===== src/rtl/serial_frame_receiver_pkg.sv =====
// Shared definitions for the serial frame receiver: FSM state encoding,
// line-level framing constants and a small stop-bit helper.
package serial_frame_receiver_pkg;

  typedef enum logic [1:0] {
    ST_IDLE = 2'd0,
    ST_DATA = 2'd1,
    ST_STOP = 2'd2
  } rx_state_e;

  localparam logic START_BIT = 1'b0;
  localparam logic STOP_BIT  = 1'b1;

  // A frame is accepted only when the sampled stop bit matches the idle level.
  function automatic logic stop_bit_ok(input logic stop_sample);
    return (stop_sample == STOP_BIT);
  endfunction

endpackage


===== src/rtl/serial_frame_receiver_if.sv =====
// Serial link bundle: the line-side inputs of the receiver and its
// parallel-word outputs.
interface serial_frame_receiver_if #(
  parameter int WIDTH = 4
);
  logic             bit_en;
  logic             serial_in;
  logic             msb_first;
  logic [WIDTH-1:0] data_out;
  logic             data_valid;
  logic             frame_err;
  logic             busy;

  modport master (
    output bit_en, serial_in, msb_first,
    input  data_out, data_valid, frame_err, busy
  );

  modport slave (
    input  bit_en, serial_in, msb_first,
    output data_out, data_valid, frame_err, busy
  );
endinterface


===== src/rtl/serial_frame_receiver.sv =====
// Serial-in/parallel-out frame receiver: start bit, WIDTH data bits (MSB- or
// LSB-first, fixed per frame), stop bit; emits a word pulse or a framing error.
module serial_frame_receiver #(
  parameter int WIDTH = 4,
  parameter int CNT_W = 3
) (
  input logic                  clk,
  input logic                  reset,
  serial_frame_receiver_if.slave bus
);
  import serial_frame_receiver_pkg::*;

  rx_state_e        state_r;
  rx_state_e        state_nxt_s;
  logic [CNT_W-1:0] count_r;
  logic [CNT_W-1:0] count_nxt_s;
  logic [CNT_W-1:0] count_inc_s;
  logic             dir_r;
  logic             dir_nxt_s;
  logic [WIDTH-1:0] shreg_r;
  logic [WIDTH-1:0] data_out_r;
  logic             data_valid_r;
  logic             frame_err_r;
  logic             busy_r;
  logic             stop_strobe_s;
  logic             frame_good_s;
  logic             frame_bad_s;

  assign count_inc_s   = count_r + {{(CNT_W-1){1'b0}}, 1'b1};
  assign stop_strobe_s = (state_r == ST_STOP) && bus.bit_en;
  assign frame_good_s  = stop_strobe_s && stop_bit_ok(bus.serial_in);
  assign frame_bad_s   = stop_strobe_s && !stop_bit_ok(bus.serial_in);

  // FSM, bit counter and direction latch registers
  always_ff @(posedge clk) begin
    if (reset) begin
      state_r <= ST_IDLE;
      count_r <= {CNT_W{1'b0}};
      dir_r   <= 1'b0;
    end else begin
      state_r <= state_nxt_s;
      count_r <= count_nxt_s;
      dir_r   <= dir_nxt_s;
    end
  end

  // Next-state logic; direction is captured only on the start bit
  always_comb begin
    state_nxt_s = state_r;
    count_nxt_s = count_r;
    dir_nxt_s   = dir_r;
    case (state_r)
      ST_IDLE: begin
        if (bus.bit_en && (bus.serial_in == START_BIT)) begin
          state_nxt_s = ST_DATA;
          count_nxt_s = {CNT_W{1'b0}};
          dir_nxt_s   = bus.msb_first;
        end else begin
          state_nxt_s = ST_IDLE;
        end
      end
      ST_DATA: begin
        if (bus.bit_en) begin
          count_nxt_s = count_inc_s;
          if (count_inc_s == CNT_W'(WIDTH)) begin
            state_nxt_s = ST_STOP;
          end else begin
            state_nxt_s = ST_DATA;
          end
        end else begin
          state_nxt_s = ST_DATA;
        end
      end
      ST_STOP: begin
        if (bus.bit_en) begin
          state_nxt_s = ST_IDLE;
        end else begin
          state_nxt_s = ST_STOP;
        end
      end
      default: begin
        state_nxt_s = ST_IDLE;
        count_nxt_s = {CNT_W{1'b0}};
      end
    endcase
  end

  // Shift register: dir_r=1 shifts toward the MSB, dir_r=0 toward the LSB
  always_ff @(posedge clk) begin
    if (reset) begin
      shreg_r <= {WIDTH{1'b0}};
    end else if ((state_r == ST_DATA) && bus.bit_en) begin
      if (dir_r) begin
        shreg_r <= {shreg_r[WIDTH-2:0], bus.serial_in};
      end else begin
        shreg_r <= {bus.serial_in, shreg_r[WIDTH-1:1]};
      end
    end else begin
      shreg_r <= shreg_r;
    end
  end

  // Output register: word capture, single-cycle pulses and busy flag
  always_ff @(posedge clk) begin
    if (reset) begin
      data_out_r   <= {WIDTH{1'b0}};
      data_valid_r <= 1'b0;
      frame_err_r  <= 1'b0;
      busy_r       <= 1'b0;
    end else begin
      data_valid_r <= frame_good_s;
      frame_err_r  <= frame_bad_s;
      busy_r       <= (state_nxt_s != ST_IDLE);
      if (frame_good_s) begin
        data_out_r <= shreg_r;
      end else begin
        data_out_r <= data_out_r;
      end
    end
  end

  assign bus.data_out   = data_out_r;
  assign bus.data_valid = data_valid_r;
  assign bus.frame_err  = frame_err_r;
  assign bus.busy       = busy_r;

endmodule

===== src/flat_wrapper.sv =====
// flat-port wrapper written by rule: the top's interface ports become plain ports
module serial_frame_receiver_flat import serial_frame_receiver_pkg::*;
#(
  parameter int WIDTH = 4,
  parameter int CNT_W = 3
)
  (clk, reset, bus_bit_en, bus_serial_in, bus_msb_first, bus_data_out, bus_data_valid, bus_frame_err, bus_busy);
  serial_frame_receiver_if #(.WIDTH(WIDTH)) bus_i ();
  input logic clk;
  input logic reset;
  input wire logic [$bits(bus_i.bit_en)-1:0] bus_bit_en;
  input wire logic [$bits(bus_i.serial_in)-1:0] bus_serial_in;
  input wire logic [$bits(bus_i.msb_first)-1:0] bus_msb_first;
  output wire logic [$bits(bus_i.data_out)-1:0] bus_data_out;
  output wire logic [$bits(bus_i.data_valid)-1:0] bus_data_valid;
  output wire logic [$bits(bus_i.frame_err)-1:0] bus_frame_err;
  output wire logic [$bits(bus_i.busy)-1:0] bus_busy;
  assign bus_i.bit_en = bus_bit_en;
  assign bus_i.serial_in = bus_serial_in;
  assign bus_i.msb_first = bus_msb_first;
  assign bus_data_out = bus_i.data_out;
  assign bus_data_valid = bus_i.data_valid;
  assign bus_frame_err = bus_i.frame_err;
  assign bus_busy = bus_i.busy;
  serial_frame_receiver #(.WIDTH(WIDTH), .CNT_W(CNT_W)) u_core (.clk(clk), .reset(reset), .bus(bus_i));
endmodule

===== config.mk =====
export PLATFORM = sky130hd
export DESIGN_NAME = serial_frame_receiver_flat
export DESIGN_NICKNAME = d
export VERILOG_FILES = /design/src/rtl/serial_frame_receiver_pkg.sv /design/src/rtl/serial_frame_receiver_if.sv /design/src/rtl/serial_frame_receiver.sv /design/src/flat_wrapper.sv
export SDC_FILE = /design/constraint.sdc
export NUM_CORES = 1
export LEC_CHECK = 0
export ABC_AREA = 1
export BUFFER_PORTS_ARGS = -buffer_cell sky130_fd_sc_hd__buf_2
export CAP_MARGIN = 20
export CELL_PAD_IN_SITES_DETAIL_PLACEMENT = 1
export CELL_PAD_IN_SITES_GLOBAL_PLACEMENT = 1
export CORE_MARGIN = 8
export CORE_UTILIZATION = 37
export CTS_CLUSTER_DIAMETER = 120
export DETAILED_ROUTE_END_ITERATION = 8
export PLACE_DENSITY_LB_ADDON = 0.1
export SYNTH_ARGS = -nofsm -noshare
export SYNTH_HDL_FRONTEND = slang
export SYNTH_SLANG_ARGS = --single-unit
export TNS_END_PERCENT = 50

===== constraint.sdc =====
create_clock -name clk -period 1.2 [get_ports clk]
set_input_delay 0.24 -clock clk [delete_from_list [all_inputs] [get_ports clk]]
set_output_delay 0.24 -clock clk [all_outputs]
set_load 0.03 [all_outputs]

==> flow_metrics.env, run 1 <==
export IMPL_status="completed"
export IMPL_viasPerCell=4.72
export IMPL_die_x_um=60.7
export IMPL_pin_count=12
export IMPL_place_hpwl_mm=1.30
export IMPL_finalSetupTns_ps=0
export IMPL_initial_utilization_pct=38.5
export IMPL_postPlaceCellArea_um2=838
export IMPL_fin_ws_ps=106
export IMPL_n_antenna_cell=0
export IMPL_grt_pass1_wl_mm=3.02
export IMPL_groute_usage_overall_pct=11.1
export IMPL_slew_headroom_pct=77.5
export IMPL_syn_instance_count=101
export IMPL_hold_path_class="in -> reg"
export IMPL_cp_slowest_stage_delay_ps=350
export IMPL_drt_antenna_violating_nets=0
export IMPL_use_met3_pct=2.54
export IMPL_layout_nets=125
export IMPL_report_final_slew_viol_count=0
export IMPL_period_needed_ps=1090
export IMPL_final_core_util_pct=46.2
export IMPL_hold_viol=0
export IMPL_core_area_mm2=0.00192
export IMPL_cts_htree_levels=1
export IMPL_grt_start_max_net_pins=12
export IMPL_path_delay_family="flip-flops"
export IMPL_cpMaxStageDelayCell="dfxtp_1"
export IMPL_ys_ff_latch=17
export IMPL_syn_nets=108
export IMPL_yosysWarnings=0
export IMPL_worstMarginPinSlew_ps=335
export IMPL_portBuffers=11
export IMPL_drt_wl_total_mm=1.70
export IMPL_grt_antenna_before_repair=0
export IMPL_syn_area_um2=739
export IMPL_nFillCells=260
export IMPL_cts_sinks=17
export IMPL_fmax_ghz=0.914
export IMPL_leakagePower_nw=0.413
export IMPL_place_ws_ps=47.1
export IMPL_final_cell_mix="17 x nand2_1, 14 x nor2_1, 14 x dfxtp_1"
export IMPL_drc=0
export IMPL_worst_setup_path_start_kind="flip-flop"
export IMPL_first_pass_iters=2
export IMPL_synth_seq_area_share_pct=46.0
export IMPL_grtUsageMet1_pct=13.7
export IMPL_ctsHoldBuffers=0
export IMPL_critical_path_buf_inv_count=1
export IMPL_end_kind="primary output"
export IMPL_ctsRootBufferMaster="clkbuf_4"
export IMPL_vdd_drop_max_uv=508
export IMPL_drt_iter0_drc=7
export IMPL_final_layout_size_suffix_gt1_share_pct=24.8
export IMPL_fin_skew_ps=4.42
export IMPL_regArea_um2=344
export IMPL_grt_overflow=0
export IMPL_busiest_layer="met2"
export IMPL_die_y_um=60.7
export IMPL_criticalPathCategory="reg -> out"
export IMPL_cts_buffer_depth=2
export IMPL_stdcell_area_um2=887
export IMPL_cts_tree="yes"
export IMPL_area_growth_pct=20.0
export IMPL_yosysUniqueCellTypes=18
export IMPL_wl_per_cell_um=11.8
export IMPL_p_per_area_mw_per_mm2=1150
export IMPL_path_clk_slew_ps=110
export IMPL_die_area_mm2=0.00369
export IMPL_insertion_delay_ps=300
export IMPL_numCtsBuffers=3
export IMPL_row_count=16
export IMPL_globalplace_congestion=0.758
export IMPL_cp_arrival_ps=850
export IMPL_synthesis_area_per_instance_um2=7.32
export IMPL_setup_viol_count_final=0
export IMPL_crit_chain="buf_2"
export IMPL_critPathMaxFanout=2
export IMPL_layout_commonest_cell="nand2_1"
export IMPL_worstPathRequired_ps=960
export IMPL_grt_use_met2_pct=16.9
export IMPL_grt_pass1_vias=698
export IMPL_rsz0062_at_grt="false"
export IMPL_finalCritPeriodShare_pct=91.2
export IMPL_multi_input_comb_area_um2=359
export IMPL_dr_total_vias=680
export IMPL_max_cap_viol_count=0
## registers in the layout, indices dropped and copies added, names as in the netlist
register,count
u_core.state_r,2
u_core.bus.data_out,4
u_core.bus.busy,1
u_core.dir_r,1
u_core.bus.frame_err,1
u_core.count_r,3
u_core.bus.data_valid,1
u_core.shreg_r,4
## area by class of cell
cell class                      instances  area share [%]
Clock buffer                            3            2.54
Clock inverter                          1           0.564
Inverter                               14            5.92
Multi-Input combinational cell         69            40.5
Sequential cell                        17            38.8
Tap cell                               27            3.81
Timing Repair Buffer                   13            7.90
## cells by family after synthesis
logic type	after synthesis	share of synthesized area (%)
AOI/OAI and AO/OA	21	14.2
adders and majority gates	2	3.38
buffers and inverters	15	7.78
DFF	17	46.0
and+or+nand+nor	46	28.6
## where the power goes
group          internal [mW]  total [mW]  switching, mW
clock                  0.125       0.329          0.204
sequential             0.580       0.592         0.0127
combinational         0.0329      0.0989         0.0660
## cells in the mapped netlist, drive strengths merged
cell / number / share of area, %
a21oi: 7 / 4.7
clkbuf: 1 / 0.68
o21ai: 14 / 9.5
ha: 2 / 3.4
nand3: 7 / 5.4
nor4: 1 / 0.85
dfxtp: 17 / 46
nand4: 1 / 0.85
nor2: 16 / 9.5
inv: 14 / 7.1
nand2: 21 / 12
## routing by layer
| layer | vias to the layer above | wire, um |
|---|---|---|
| li1 | 354 | - |
| met1 | 308 | 835 |
| met2 | 13 | 723 |
| met3 | 5 | 105 |
| met4 | 0 | 38 |
| met5 | - | 0 |
## metrics by stage
stage               total power, mW  hold slack [ps]  cells
floorplan                     0.663              309    101
global placement              0.700              454    140
detailed placement            0.702              460    140
CTS                            1.02              212    144
global route                   1.08              220    144
finish                         1.02              212    144
## timing repair
action	4_1_cts	5_1_grt
resized for setup	0	7
setup endpoints to repair	0	6
setup buffers	0	0
## path summary, 6_finish.rpt
| path | from | endpoint | slack [ps] | depth (start not counted) |
|---|---|---|---|---|
| setup / recovery | u_core.bus.data_out[0] | bus_data_out[0] | 110 | 1 |
| hold / removal | bus_msb_first | u_core.dir_r | 210 | 3 |
| setup reg to reg | u_core.state_r[1] | u_core.bus.busy | 130 | 8 |
| hold reg to reg | u_core.shreg_r[3] | u_core.shreg_r[3] | 480 | 2 |
(Power assumes the default switching activity.)
==> run 2, diff against run 1 <==
--- a/config.mk
+++ b/config.mk
@@ -5,13 +5,13 @@
 export SDC_FILE = /design/constraint.sdc
 export NUM_CORES = 1
 export LEC_CHECK = 0
-export ABC_AREA = 1
 export BUFFER_PORTS_ARGS = -buffer_cell sky130_fd_sc_hd__buf_2
 export CAP_MARGIN = 20
 export CELL_PAD_IN_SITES_DETAIL_PLACEMENT = 1
 export CELL_PAD_IN_SITES_GLOBAL_PLACEMENT = 1
 export CORE_MARGIN = 8
-export CORE_UTILIZATION = 37
+export CORE_UTILIZATION = 44
+export CTS_BUF_LIST = sky130_fd_sc_hd__clkbuf_4
 export CTS_CLUSTER_DIAMETER = 120
 export DETAILED_ROUTE_END_ITERATION = 8
 export PLACE_DENSITY_LB_ADDON = 0.1
==> run 2 against run 1 <==
- clock power fell by 4%
- power rose by 1.2%
- largest cell class unchanged
- count of clock-buffer cells in the layout did not move
- register-to-register slack worse by 60 ps
==> flow_metrics.env, run 2 <==
export IMPL_groute_usage_overall_pct=12.6
export IMPL_synthMuxAreaShare_pct=9.77
export IMPL_finalCritPeriodShare_pct=94.3
export IMPL_rsz0062_at_grt="false"
export IMPL_grt_overflow=0
export IMPL_synthesis_area_per_instance_um2=9.87
export IMPL_slew_headroom_pct=79.3
export IMPL_setup_viol_count_final=0
export IMPL_cp_arrival_ps=1360
export IMPL_hold_path_class="in -> reg"
export IMPL_layout_commonest_cell="dfxtp_1"
export IMPL_fin_skew_ps=3.43
export IMPL_status="completed"
export IMPL_fmax_ghz=0.883
export IMPL_drt_antenna_violating_nets=0
export IMPL_end_kind="flip-flop"
export IMPL_ys_ff_latch=17
export IMPL_cts_buffer_depth=2
export IMPL_first_pass_iters=4
export IMPL_globalplace_congestion=0.743
export IMPL_synth_edf_count=0
export IMPL_use_met3_pct=3.90
export IMPL_synth_seq_area_share_pct=41.5
export IMPL_path_clk_slew_ps=100
export IMPL_ys_flop_type="dfxtp_1"
export IMPL_synth_top_cell_by_area="dfxtp_1"
export IMPL_hold_slack_ps=220
export IMPL_numCtsBuffers=3
export IMPL_synthSimpleGateAreaFrac_pct=21.5
export IMPL_cts_tree="yes"
export IMPL_synth_most_common_cell="dfxtp_1"
export IMPL_portBuffers=11
export IMPL_synth_area_top_cells="dfxtp_1 42%, mux2i_1 9.8%, a211oi_2 6.1%, nor2_1 3.2%, a21oi_1 3.1%"
export IMPL_die_y_um=59.2
export IMPL_grt_antenna_before_repair=0
export IMPL_synth_commonest_cells="17 x dfxtp_1, 8 x mux2i_1, 7 x nor2_1"
export IMPL_die_area_mm2=0.00350
export IMPL_vdd_drop_max_uv=630
export IMPL_core_area_mm2=0.00175
export IMPL_layout_nets=105
export IMPL_grt_pass1_vias=706
export IMPL_critPathMaxFanout=3
export IMPL_cts_htree_levels=1
export IMPL_drc=0
export IMPL_initial_utilization_pct=47.0
export IMPL_yosysUniqueCellTypes=30
export IMPL_worstPathRequired_ps=1430
export IMPL_drt_wl_total_mm=1.96
export IMPL_netlist_area_leader_share_pct=41.5
export IMPL_grt_use_met2_pct=22.4
export IMPL_synth_top_family_by_area="simple AND/OR/NAND/NOR gates"
export IMPL_worst_setup_path_start_kind="flip-flop"
export IMPL_cts_setup_buffers=0
export IMPL_place_hpwl_mm=1.51
export IMPL_synth_compound_area_share_pct=16.2
export IMPL_insertion_delay_ps=300
export IMPL_final_layout_size_suffix_gt1_share_pct=38.1
export IMPL_leakagePower_nw=0.417
export IMPL_die_x_um=59.2
export IMPL_period_needed_ps=1130
export IMPL_pin_count=12
export IMPL_grt_pass1_wl_mm=3.32
export IMPL_final_cell_mix="14 x dfxtp_1, 11 x buf_2, 8 x mux2i_1"
export IMPL_area_growth_pct=14.8
export IMPL_yosysWarnings=0
export IMPL_hold_viol=0
export IMPL_dr_total_vias=656
export IMPL_synth_fa_ha_area_share_pct=3.05
export IMPL_ctsRootBufferMaster="clkbuf_4"
export IMPL_worstMarginPinSlew_ps=307
export IMPL_ys_async_sr_fraction_pct=0
export IMPL_grt_start_max_net_pins=11
export IMPL_drt_iter0_drc=6
export IMPL_syn_nets=90
export IMPL_row_count=15
export IMPL_fin_cells=122
export IMPL_criticalPathCategory="reg -> reg"
export IMPL_n_antenna_cell=0
export IMPL_finalSetupTns_ps=0
export IMPL_viasPerCell=5.38
export IMPL_synth_xor_area_share_pct=1.07
export IMPL_syn_instance_count=83
export IMPL_syn_area_um2=820
export IMPL_place_inst=118
export IMPL_p_per_area_mw_per_mm2=1100
export IMPL_busiest_layer="met2"
export IMPL_nFillCells=216
export IMPL_wl_per_cell_um=16.0
export IMPL_max_cap_viol_count=0
export IMPL_cts_sinks=17
export IMPL_grtUsageMet1_pct=13.5
export IMPL_report_final_slew_viol_count=0
run 2: per-layer routing:
metal / vias up / part of all wire, %
li1: 320 / -
met1: 323 / 42
met2: 11 / 51
met3: 2 / 5.1
met4: 0 / 1.5
met5: - / 0
run 2: timing repair:
action,4_1_cts,5_1_grt
hold endpoints to repair,0,0
hold buffers,0,0
endpoints found under the setup margin,0,2
gates resized for setup,0,4
run 2: cell families after synthesis:
family                   after synthesis
AO/OA/AOI/OAI                         17
XOR/XNOR                               1
adder cells (fa/ha/maj)                2
buffers and inverters                  9
flip-flops                            17
multiplexers                           8
AND/OR/NAND/NOR                       29
run 2: worst paths after layout:
kind | cells past startpoint | startpoint | end | slack, ps
worst max-delay path | 4 | u_core.count_r[1] | u_core.state_r[1] | 70
worst min-delay path | 3 | bus_msb_first | u_core.dir_r | 220
worst max register to register | 4 | u_core.count_r[1] | u_core.state_r[1] | 70
worst min register to register | 2 | u_core.bus.data_out[2] | u_core.bus.data_out[2] | 500
run 2: worst max-delay path, stage by stage, from the launching register on:
cell     delay, ps
dfxtp_1        360
ha_1           210
xor2_1         210
nand4_1        120
a21oi_1        160
run 2: cell type report:
cell class	instances	area (um2)	share of cell area, %
Tap cell	25	31.3	3.32
Clock inverter	1	5.00	0.532
Timing Repair Buffer	18	108	11.4
Multi-Input combinational cell	57	427	45.3
Inverter	1	3.75	0.399
Sequential cell	17	344	36.6
Clock buffer	3	22.5	2.39
run 2: power by group:
part	internal, mW	switching (mW)
registers	0.580	0.0169
clock network	0.124	0.192
logic	0.0507	0.0690
run 2: through the flow:
step / setup WS [ps] / cell area [um2] / utilization (%) / total power [mW]
CTS: 34.0 / 933 / 53.5 / 1.04
floorplan: 150 / 820 / - / 0.692
global placement: 94.3 / 906 / 51.9 / 0.719
finish: 67.9 / 941 / 53.9 / 1.03
detailed placement: 42.3 / 906 / 51.9 / 0.727
global route: 9.98 / 941 / 53.9 / 1.09
==> run 3, diff against run 2 <==
--- a/config.mk
+++ b/config.mk
@@ -7,14 +7,12 @@
 export LEC_CHECK = 0
 export BUFFER_PORTS_ARGS = -buffer_cell sky130_fd_sc_hd__buf_2
 export CAP_MARGIN = 20
-export CELL_PAD_IN_SITES_DETAIL_PLACEMENT = 1
-export CELL_PAD_IN_SITES_GLOBAL_PLACEMENT = 1
 export CORE_MARGIN = 8
-export CORE_UTILIZATION = 44
+export CORE_UTILIZATION = 57
 export CTS_BUF_LIST = sky130_fd_sc_hd__clkbuf_4
 export CTS_CLUSTER_DIAMETER = 120
 export DETAILED_ROUTE_END_ITERATION = 8
-export PLACE_DENSITY_LB_ADDON = 0.1
+export PLACE_DENSITY = 0.8
 export SYNTH_ARGS = -nofsm -noshare
 export SYNTH_HDL_FRONTEND = slang
 export SYNTH_SLANG_ARGS = --single-unit
==> run 3 against run 2 <==
- highest routed layer unchanged
- power down 2.4%
- global-route usage down 1.2 points
- count of clock-buffer cells in the layout unchanged
==> flow_metrics.env, run 3 (synthesized netlist as in run 2, its figures left out) <==
export IMPL_status="completed"
export IMPL_grt_overflow=0
export IMPL_seqPwrFrac_pct=59.2
export IMPL_leakagePower_nw=0.403
export IMPL_grt_pass1_vias=588
export IMPL_hold_path_class="in -> reg"
export IMPL_worst_setup_path_start_kind="flip-flop"
export IMPL_fin_ws_ps=59.3
export IMPL_drt_iter0_drc=7
export IMPL_path_clk_slew_ps=100
export IMPL_row_count=13
export IMPL_numCtsBuffers=3
export IMPL_report_final_slew_viol_count=0
export IMPL_place_hpwl_mm=1.14
export IMPL_hold_viol=0
export IMPL_ctsRootBufferMaster="clkbuf_4"
export IMPL_clockPowerShare_pct=29.9
export IMPL_portBuffers=11
export IMPL_place_ws_ps=85.3
export IMPL_critPathMaxFanout=4
export IMPL_initial_utilization_pct=62.2
export IMPL_wl_per_cell_um=14.3
export IMPL_swShare_pct=25.3
export IMPL_r2r_slack_ps=60
export IMPL_cts_sinks=17
export IMPL_final_layout_size_suffix_gt1_share_pct=34.0
export IMPL_cts_setup_buffers=0
export IMPL_core_area_mm2=0.00132
export IMPL_worstPathRequired_ps=1430
export IMPL_n_antenna_cell=0
export IMPL_critPathCapture="u_core.state_r[1]"
export IMPL_end_kind="flip-flop"
export IMPL_period_needed_ps=1140
export IMPL_die_x_um=53.9
export IMPL_drt_wl_total_mm=1.56
export IMPL_grt_pass1_wl_mm=2.44
export IMPL_globalplace_congestion=0.784
export IMPL_pin_count=12
export IMPL_setup_viol_count_final=0
export IMPL_cpMaxStageDelayCell="dfxtp_1"
export IMPL_r2r_cells=4
export IMPL_p_int_mw=0.753
export IMPL_worstMarginPinSlew_ps=277
export IMPL_r2r_end="u_core.state_r[1]"
export IMPL_crit_chain="ha_1 -> xor2_2 -> nand4_1 -> a21oi_1"
export IMPL_slew_headroom_pct=81.5
export IMPL_reg2reg_from="u_core.count_r[0]"
export IMPL_ctsHoldBuffers=0
export IMPL_nFillCells=107
export IMPL_drt_antenna_violating_nets=0
export IMPL_layout_nets=102
export IMPL_first_pass_iters=4
export IMPL_cts_tree="yes"
export IMPL_viasPerCell=5.60
export IMPL_max_cap_viol_count=0
export IMPL_drc=0
export IMPL_cts_htree_levels=1
export IMPL_insertion_delay_ps=290
export IMPL_cts_buffer_depth=2
export IMPL_finalCritPeriodShare_pct=95.1
export IMPL_cp_slowest_stage_delay_ps=370
export IMPL_vdd_drop_max_uv=826
export IMPL_grt_start_max_net_pins=16
export IMPL_comb_power_share_pct=10.9
export IMPL_final_cell_mix="16 x dfxtp_1, 11 x buf_2, 8 x mux2i_1"
export IMPL_cp_arrival_ps=1370
export IMPL_p_per_area_mw_per_mm2=1100
export IMPL_p_sw_mw=0.254
export IMPL_power_mw=1.01
export IMPL_die_area_mm2=0.00291
export IMPL_layout_commonest_cell="dfxtp_1"
export IMPL_fmax_ghz=0.877
export IMPL_criticalPathCategory="reg -> reg"
export IMPL_area_growth_pct=12.2
export IMPL_dr_total_vias=610
export IMPL_grt_antenna_before_repair=0
export IMPL_worstHoldStart="bus_msb_first"
export IMPL_worstSetupStartpoint="u_core.count_r[0]"
export IMPL_die_y_um=53.9
export IMPL_groute_usage_overall_pct=11.4
export IMPL_fin_skew_ps=4.91
-- run 3: repair_timing --
action,4_1_cts,5_1_grt
setup endpoints to repair,0,4
resized for setup,0,2
hold endpoints to repair,0,0
-- run 3: layout make-up --
type | instances | area (um2) | share of cell area, %
tap | 15 | 18.8 | 2.04
clock inverter | 1 | 5.00 | 0.544
clock buffer | 3 | 22.5 | 2.45
sequential | 17 | 342 | 37.1
multi-input combinational | 57 | 430 | 46.8
timing repair buffer | 15 | 97.6 | 10.6
inverter | 1 | 3.75 | 0.408
-- run 3: worst min-delay path by stage --
stage	end	slack (ps)	cells after the start
after floorplan	u_core.dir_r	390	2
after global placement	u_core.bus.data_out[2]	470	2
after detailed placement	u_core.bus.data_out[2]	490	2
after CTS	u_core.dir_r	210	3
after global routing	u_core.dir_r	210	3
final	u_core.dir_r	220	3
-- run 3: power by group through the flow --
stage | Sequential, mW | Clock [mW] | Combinational [mW]
after CTS | 0.595 | 0.311 | 0.110
after global routing | 0.599 | 0.334 | 0.118
after detailed placement | 0.608 | 0 | 0.109
after global placement | 0.608 | 0 | 0.106
final | 0.596 | 0.301 | 0.110
after floorplan | 0.605 | 0 | 0.0871
-- run 3: through the flow --
stage / instance area, um2 / cells / setup TNS [ps] / util [%] / hold slack (ps)
global placement: 883 / 105 / 0 / 67.0 / 471
finish: 920 / 109 / 0 / 69.8 / 219
floorplan: 820 / 83 / 0 / - / 388
global route: 920 / 109 / -4.52 / 69.8 / 206
detailed placement: 883 / 105 / 0 / 67.0 / 488
CTS: 911 / 109 / 0 / 69.1 / 211
-- run 3: routing by layer --
layer	global-route usage, %	wire length, um
met5	0	0
met4	7.56	30
met3	3.03	72
met2	19.1	722
met1	12.4	731
-- run 3: worst max-delay path: cells and delay by family (launching register included) --
kind	cells	cell delay, ps
compound gates	1	150
simple gates	1	120
xor+xnor	1	190
fa+ha+maj	1	240
flops	1	370
